File: src/rtl/deser_pkg.sv
// Shared types and constants for the sipo_deser serial-to-word receiver.
package deser_pkg;

  typedef enum logic [1:0] {
    IDLE  = 2'd0,
    SHIFT = 2'd1,
    PAR   = 2'd2,
    HOLD  = 2'd3
  } state_t;

  // Even parity: XOR over data bits and parity bit must equal this value.
  localparam logic PARITY_POL = 1'b0;

  // Zero-extended data does not change the XOR reduction, so one width serves all words.
  function automatic logic parity_fail(input logic [31:0] data, input logic pbit);
    return (^data ^ pbit) != PARITY_POL;
  endfunction

endpackage

File: src/rtl/deser_bit_cnt.sv
// Bit-position counter for sipo_deser: load-to-1, saturating increment, clear, terminal flag.
module deser_bit_cnt #(
  parameter int unsigned WIDTH = 8,
  parameter int unsigned CNT_W = 3
) (
  input  logic             clk,
  input  logic             rst_n,
  input  logic             load,
  input  logic             inc,
  input  logic             clr,
  output logic [CNT_W-1:0] count,
  output logic             last_c
);

  assign last_c = (count == CNT_W'(WIDTH - 1));

  always_ff @(posedge clk or negedge rst_n) begin
    if (!rst_n) begin
      count <= '0;
    end else if (clr) begin
      count <= '0;
    end else if (load) begin
      count <= CNT_W'(1);
    end else if (inc && !last_c) begin
      count <= count + CNT_W'(1);
    end
  end

endmodule

File: src/rtl/sipo_deser.sv
// Serial-in/parallel-out deserializer: LSB-first words over valid/ready on both sides.
// Optional even-parity bit per word when DESER_PARITY_EN is defined.
module sipo_deser
  import deser_pkg::*;
#(
  parameter int unsigned WIDTH = 8
) (
  input  logic             clk,
  input  logic             rst_n,
  input  logic             sin,
  input  logic             sin_start,
  input  logic             sin_valid,
  output logic             sin_ready,
  output logic [WIDTH-1:0] pout,
  output logic             pout_valid,
  input  logic             pout_ready,
  output logic             sync_err,
  output logic             parity_err
);

  localparam int unsigned CNT_W = (WIDTH > 1) ? $clog2(WIDTH) : 1;

  state_t           state;
  logic [CNT_W-1:0] count;
  logic             last_c;
  logic             accept_c;
  logic             cnt_load_c;
  logic             cnt_inc_c;
  logic             cnt_clr_c;

  assign accept_c = sin_valid && sin_ready;

  // Counter control: start bits reload, data bits advance, last data bit wraps to 0.
  always_comb begin
    cnt_load_c = 1'b0;
    cnt_inc_c  = 1'b0;
    cnt_clr_c  = 1'b0;
    if (accept_c) begin
      if (sin_start && state != HOLD) begin
        cnt_load_c = 1'b1;
      end else if (state == SHIFT) begin
        if (last_c) cnt_clr_c = 1'b1;
        else        cnt_inc_c = 1'b1;
      end
    end
  end

  deser_bit_cnt #(
    .WIDTH (WIDTH),
    .CNT_W (CNT_W)
  ) u_bit_cnt (
    .clk    (clk),
    .rst_n  (rst_n),
    .load   (cnt_load_c),
    .inc    (cnt_inc_c),
    .clr    (cnt_clr_c),
    .count  (count),
    .last_c (last_c)
  );

  always_ff @(posedge clk or negedge rst_n) begin
    if (!rst_n) begin
      state      <= IDLE;
      pout       <= '0;
      pout_valid <= 1'b0;
      sin_ready  <= 1'b1;
      sync_err   <= 1'b0;
      parity_err <= 1'b0;
    end else begin
      sync_err <= 1'b0;
      case (state)
        IDLE: begin
          if (accept_c && sin_start) begin
            pout[0] <= sin;
            state   <= SHIFT;
          end
        end
        SHIFT: begin
          if (accept_c) begin
            if (sin_start) begin
              pout     <= WIDTH'(sin);
              sync_err <= 1'b1;
            end else begin
              pout[count] <= sin;
              if (last_c) begin
`ifdef DESER_PARITY_EN
                state      <= PAR;
`else
                state      <= HOLD;
                pout_valid <= 1'b1;
                sin_ready  <= 1'b0;
`endif
              end
            end
          end
        end
`ifdef DESER_PARITY_EN
        // Word is complete in pout here; the accepted bit is its parity.
        PAR: begin
          if (accept_c) begin
            if (sin_start) begin
              pout     <= WIDTH'(sin);
              sync_err <= 1'b1;
              state    <= SHIFT;
            end else begin
              parity_err <= parity_fail(32'(pout), sin);
              state      <= HOLD;
              pout_valid <= 1'b1;
              sin_ready  <= 1'b0;
            end
          end
        end
`endif
        HOLD: begin
          if (pout_ready) begin
            state      <= IDLE;
            pout_valid <= 1'b0;
            sin_ready  <= 1'b1;
          end
        end
        default: state <= IDLE;
      endcase
    end
  end

endmodule

File: config.mk
export PLATFORM = sky130hd
export DESIGN_NAME = sipo_deser
export DESIGN_NICKNAME = d
export VERILOG_FILES = /design/src/rtl/deser_pkg.sv /design/src/rtl/deser_bit_cnt.sv /design/src/rtl/sipo_deser.sv
export SDC_FILE = /design/constraint.sdc
export NUM_CORES = 1
export LEC_CHECK = 0
export ABC_AREA = 1
export CORE_ASPECT_RATIO = 0.75
export CORE_UTILIZATION = 40
export DETAILED_ROUTE_END_ITERATION = 12
export PLACE_DENSITY = 0.62
export SLEW_MARGIN = 10
export SYNTH_ARGS = -nofsm -noshare
export SYNTH_HDL_FRONTEND = slang
export SYNTH_HIERARCHICAL = 1
export SYNTH_SLANG_ARGS = --single-unit
File: constraint.sdc
create_clock -name clk -period 2 [get_ports clk]
set_input_delay 0.5 -clock clk [delete_from_list [all_inputs] [get_ports clk]]
set_output_delay 0.5 -clock clk [all_outputs]
set_load 0.03 [all_outputs]
==> impl_metrics.csv, run 1 <==
group,metric,value,unit
clock_network,clock_tree.root_cell,"clkbuf_4",
critical_path,critPathBufInv,1,
critical_path,cp_cell_sequence,"clkdlybuf4s50_1",
grt,grt_overflow,0,
timing,rsz0062_at_grt,"no",
grt,grt_pass1_vias,745,
place,dp.cells,161,
clock_network,cts_max_path_buffers,2,
place,dp_hpwl,1320,um
detailed_routing,drt-wirelength-per-cell,10.5,um
detailed_routing,drc,0,
detailed_routing,drt-vias-per-instance,4.89,
synth,synth_top_cell_area_share,42.0,%
power,power,0.000532,W
die,die_w,56.6,um
hold_path,hp-class,"reg -> reg",
clock_network,cts_tree,"done",
synth,synth-seq-cells,16,
power,p_per_area,477,mW/mm^2
grt,grt_max_degree,17,
timing,hold_violations,0,
clock_network,numCtsBuffers,3,
clock_network,clk_pin_slew_worst_paths,0.10,ns
run_status,status,"finished clean",
timing,fin_crit,1.82,ns
finish,stdcell_count,165,
critical_path,slowest_stage,"clkdlybuf4s50_1",
clock_network,worstSkewPairLatency,0.29,ns
die,initial_core_util,43.7,%
timing,finalSetupViolCount,0,
synth,synthCells,120,
finish,postLayoutCellArea,0.00112,mm^2
synth,synthTopCellsByArea,"dfrtp_1, nand2_1, nand3_1",
detailed_routing,drt-initial-drc-count,10,
finish,antennaDiodeCount,0,
synth,yosys_warnings,8,
timing,fin_skew,0.0104,ns
synth,synth_cell_types,21,
synth,syn_area_per_cell,7.46,um^2
timing,final-max-slew-violation-count,0,
timing,setup_tns,0,ns
power,p_clk_share,33.3,%
synth,async_flop_share,100,%
detailed_routing,final_antenna_net_count,0,
timing,post-route-period-util,91.0,%
critical_path,cp.arrival,1.32,ns
run,drv_cap,0,
synth,ys_seq_area_share,44.9,%
critical_path,worstSetupStartpointType,"register",
finish,drive_gt1_share,9.93,%
critical_path,required,1.50,ns
clock_network,post_cts_buffers,0,
detailed_routing,vias,807,
detailed_routing,drt_first_pass_iters,4,
place,postPlaceCellArea,0.00109,mm^2
place,gp_congestion,0.786,
synth,synth_flop_cell,"dfrtp_1",
clock_network,cts.sinks,16,
power,seqPwrFrac,60.7,%
power,cellInternalPower,0.000414,W
place,port_buffers,16,
critical_path,critPathTopFamily,"buffers and inverters",
critical_path,slowest_delay,0.67,ns
grt,grt_use_total,17.4,%
critical_path,critPathCaptureType,"primary output",
power,swShare,22.2,%
die,die_area,0.00243,mm^2
finish,layout.nets,150,
die,coreArea,0.00205,mm^2
power,p_switching,0.000118,W
grt,grt_first_pass_wirelength,3190,um
power,ir_drop,0.382,mV
synth,syn_nets,128,
critical_path,path_max_fanout,2,
detailed_routing,finalWirelength,1730,um
critical_path,crit_type,"reg -> out",
synth,syn_area,895,um^2
die,ios,18,
synth,synth_edf_count,0,
timing,timing.fmax,549,MHz
die,die_y,43.0,um
die,num_rows,14,
power,p_leak,0.544,nW
finish,syn2layout_area_growth,24.8,%
grt,antenna_found_initial,0,
synth,yosysTopAreaCell,"dfrtp_1",
clock_network,htreeDepth,1,
power,p_comb_share,5.9,%
==> per-stage QoR <==
step	setup slack, ns	util (%)	hold slack [ns]
finish	0.179	54.5	0.489
global route	0.112	54.5	0.504
CTS	0.157	54.5	0.494
detailed placement	0.132	53.2	0.469
global placement	0.173	53.2	0.463
floorplan	0.464	-	0.204
==> power groups by stage <==
stage	registers [W]	clock network, W	logic, W
2_1_floorplan	0.000330	0	0.0000111
3_3_place_gp	0.000330	0	0.0000320
3_5_place_dp	0.000330	0	0.0000323
4_1_cts	0.000323	0.000189	0.0000323
5_1_grt	0.000323	0.000201	0.0000359
6_report	0.000323	0.000177	0.0000315
==> cells by family (layout without fill, tap and decap cells) <==
group	after synthesis	in the layout	share of synthesized area [%]
DFF	16	16	44.9
buffers and inverters	19	40	9.37
and+or+nand+nor	72	72	36.9
AOI/OAI and AO/OA	10	10	5.59
other	1	1	0.419
adders and majority gates	2	2	2.80
==> per-layer routing <==
layer	GRT usage [%]	part of all wire (%)
met5	0	0
met4	5.85	0.75
met2	27.8	42
met1	21.4	52
met3	7.01	5.6
==> sequential cells by signal, indices dropped and copies added (netlist names) <==
name	count
pout	8
pout_valid	1
sin_ready	1
state	2
sync_err	1
u_bit_cnt/count	3
==> what timing repair did <==
item,in CTS,in global routing
resized for setup,1,0
hold buffers,0,0
setup endpoints to repair,1,0
==> final cells by class <==
class	count	area [um^2]
Inverter	16	60.1
Timing Repair Buffer	20	189
Multi-Input combinational cell	85	409
Sequential cell	16	402
Clock buffer	4	26.3
Fill cell	205	933
Tap cell	24	30.0
==> worst paths after layout <==
check / from / to / slack, ns / cells past startpoint
worst min-delay path: pout_valid$_DFFE_PN0P_ / pout_valid$_DFFE_PN0P_ / 0.49 / 2
worst max-delay path: pout[0]$_DFFE_PN0P_ / pout[0] / 0.18 / 1
worst min register to register: pout_valid$_DFFE_PN0P_ / pout_valid$_DFFE_PN0P_ / 0.49 / 2
min in group asynchronous: rst_n / pout[6]$_DFFE_PN0P_ / 0.52 / 2
worst max register to register: u_bit_cnt/count[0]$_DFFE_PN0P_ / u_bit_cnt/count[1]$_DFFE_PN0P_ / 0.27 / 6
max in group asynchronous: rst_n / sin_ready$_DFFE_PN1P_ / 1.22 / 2
==> cell usage after synthesis, types with 2 or more instances <==
cell     instances
ha_1             2
nand3_2          2
nand2_2          2
nand2_1         43
nor2_1           4
nor2_4           2
nand4_1          2
dfrtp_1         15
o21ai_1          7
nor3_1           3
inv_1           15
a21oi_1          2
nand3_1         13
==> cell usage in the layout (no fill, tap or decap) <==
master / instances
nand2_1: 43
inv_1: 15
clkdlybuf4s50_1: 15
dfrtp_1: 15
nand3_1: 13
o21ai_1: 7
nor2_1: 4
buf_4: 4
nor3_1: 3
clkbuf_4: 3
nand2_2: 2
nor2_4: 2
nand3_2: 2
nand4_1: 2
a21oi_1: 2
ha_1: 2
nor4_1: 1
o21ai_0: 1
conb_1: 1
clkbuf_1: 1
dlygate4sd2_1: 1
dfstp_2: 1
clkinv_1: 1
Power figures use the tool's default switching activity.
==> run 2, diff against run 1 <==
--- a/config.mk
+++ b/config.mk
@@ -10,6 +10,7 @@
 export CORE_UTILIZATION = 40
 export DETAILED_ROUTE_END_ITERATION = 12
 export PLACE_DENSITY = 0.62
+export SKIP_CTS_REPAIR_TIMING = 1
 export SLEW_MARGIN = 10
 export SYNTH_ARGS = -nofsm -noshare
 export SYNTH_HDL_FRONTEND = slang
==> run 2 against run 1 <==
  * Wire length is 0.12% higher
  * Clock skew stayed put
  * Setup slack stayed put
  * Critical path type unchanged
  * Critical endpoint unchanged
  * Highest routed layer unchanged
==> impl_metrics.csv, run 2 (synthesis gave the netlist of run 1 again) <==
group,metric,value,unit
detailed_routing,drt-initial-drc-count,10,
finish,layout.cells.most_common_list,"nand2_1, inv_1, clkdlybuf4s50_1, dfrtp_1, nand3_1",
finish,largest_reg_flops,8,
critical_path,rrSetupSlack,0.27,ns
grt,grt_max_degree,17,
run_status,status,"finished clean",
hold_path,worstHoldEndpoint,"pout_valid$_DFFE_PN0P_",
critical_path,slowest_stage,"clkdlybuf4s50_1",
grt,use_met3,7.01,%
timing,rsz0062_at_grt,"no",
finish,reg_top3,"pout (8), u_bit_cnt/count (3), state (2)",
critical_path,rr_startpoint,"u_bit_cnt/count[0]$_DFFE_PN0P_",
finish,syn2layout_area_growth,25.2,%
detailed_routing,drt-wirelength-per-cell,10.5,um
critical_path,worstSetupPathDepth,1,
critical_path,r2r.worst_path.cells,6,
hold_path,holdCritStartpoint,"pout_valid$_DFFE_PN0P_",
critical_path,reg2reg_to,"u_bit_cnt/count[1]$_DFFE_PN0P_",
finish,final_common_cell,"nand2_1",
power,p_leak,0.558,nW
die,coreArea,0.00205,mm^2
clock_network,worstSkewPairLatency,0.29,ns
detailed_routing,vias,807,
detailed_routing,drt-vias-per-instance,4.89,
grt,grt_pass1_vias,745,
clock_network,numCtsBuffers,3,
grt,antenna_found_initial,0,
place,port_buffers,16,
die,die_area,0.00243,mm^2
critical_path,critPathBufInv,1,
timing,fin_skew,0.0104,ns
grt,busiest_layer,"met2",
die,die_y,43.0,um
die,initial_core_util,43.7,%
critical_path,slowest_delay,0.67,ns
finish,drive_gt1_share,9.93,%
finish,antennaDiodeCount,0,
clock_network,cts.sinks,16,
clock_network,cts_max_path_buffers,2,
run,drv_cap,0,
critical_path,worstSetupStartpointType,"register",
grt,grt_use_total,17.4,%
finish,final_util,54.6,%
grt,grt_first_pass_wirelength,3190,um
detailed_routing,drt_first_pass_iters,4,
power,ir_drop,0.382,mV
finish,largest_register,"pout",
place,gp_congestion,0.786,
critical_path,cp_cell_sequence,"clkdlybuf4s50_1",
critical_path,crit_type,"reg -> out",
detailed_routing,drc,0,
grt,use_met2,27.8,%
detailed_routing,final_antenna_net_count,0,
place,dp_hpwl,1320,um
clock_network,clock_tree.root_cell,"clkbuf_4",
finish,postLayoutCellArea,0.00112,mm^2
grt,grt_overflow,0,
timing,finalSetupViolCount,0,
finish,fillers,205,
clock_network,cts_tree,"done",
timing,timing.fmax,549,MHz
timing,final-max-slew-violation-count,0,
critical_path,critPathTopFamily,"buffers and inverters",
grt,use_met1,21.4,%
hold_path,whs_path_depth,2,
critical_path,cp.arrival,1.32,ns
detailed_routing,finalWirelength,1730,um
place,postPlaceCellArea,0.00109,mm^2
finish,layout.nets,150,
hold_path,hp-class,"reg -> reg",
die,die_w,56.6,um
timing,hold_violations,0,
critical_path,required,1.50,ns
power,p_per_area,475,mW/mm^2
timing,fin_crit,1.82,ns
critical_path,critPathCaptureType,"primary output",
clock_network,clk_pin_slew_worst_paths,0.10,ns
clock_network,htreeDepth,1,
die,num_rows,14,
timing,post-route-period-util,91.0,%
critical_path,path_max_fanout,2,
die,ios,18,
-- run 2: cell types whose count changed in the layout (fill, tap and decap cells not counted), sizes merged --
cell / previous run / this run
dlygate4sd2: 1 / 0
dlymetal6s2s: 0 / 1
-- run 2: area by class of cell --
class                   instances  area [um^2]  area share, %
inverters                      16         60.1           5.36
repair buffers                 20          193           17.2
flip-flops and latches         16          402           35.9
multi-input cells              85          409           36.5
well taps                      24         30.0           2.68
clock buffers                   4         26.3           2.35
-- run 2: power by group --
| part | leakage [nW] | internal, W | switching (W) |
|---|---|---|---|
| combinational | 0.329 | 0.0000131 | 0.0000184 |
| clock | 0.0150 | 0.0000775 | 0.000100 |
| sequential | 0.215 | 0.000323 | 0 |
-- run 2: worst max path at each step --
stage                                               from                        endpoint
after floorplan           u_bit_cnt/count[0]$_DFFE_PN0P_  u_bit_cnt/count[2]$_DFFE_PN0P_
after global placement                         sin_valid  u_bit_cnt/count[1]$_DFFE_PN0P_
after detailed placement                       sin_start  u_bit_cnt/count[0]$_DFFE_PN0P_
after CTS                          sin_ready$_DFFE_PN1P_                       sin_ready
after global routing                 pout[0]$_DFFE_PN0P_                         pout[0]
final                                pout[0]$_DFFE_PN0P_                         pout[0]
-- run 2: layer usage --
metal / up-vias / share of wire (%)
met4: 0 / 0.75
met5: - / 0
met2: 19 / 42
met3: 2 / 5.6
met1: 365 / 52
li1: 421 / -
-- run 2: per-stage QoR --
| stage | power (W) | hold slack, ns | setup WS (ns) | instances | TNS [ns] |
|---|---|---|---|---|---|
| final | 0.000532 | 0.489 | 0.179 | 165 | 0 |
| after detailed placement | 0.000362 | 0.469 | 0.132 | 161 | 0 |
| after global placement | 0.000362 | 0.463 | 0.173 | 161 | 0 |
| after CTS | 0.000545 | 0.494 | -0.0385 | 165 | -0.0385 |
| after floorplan | 0.000341 | 0.204 | 0.464 | 120 | 0 |
| after global routing | 0.000561 | 0.504 | 0.112 | 165 | 0 |
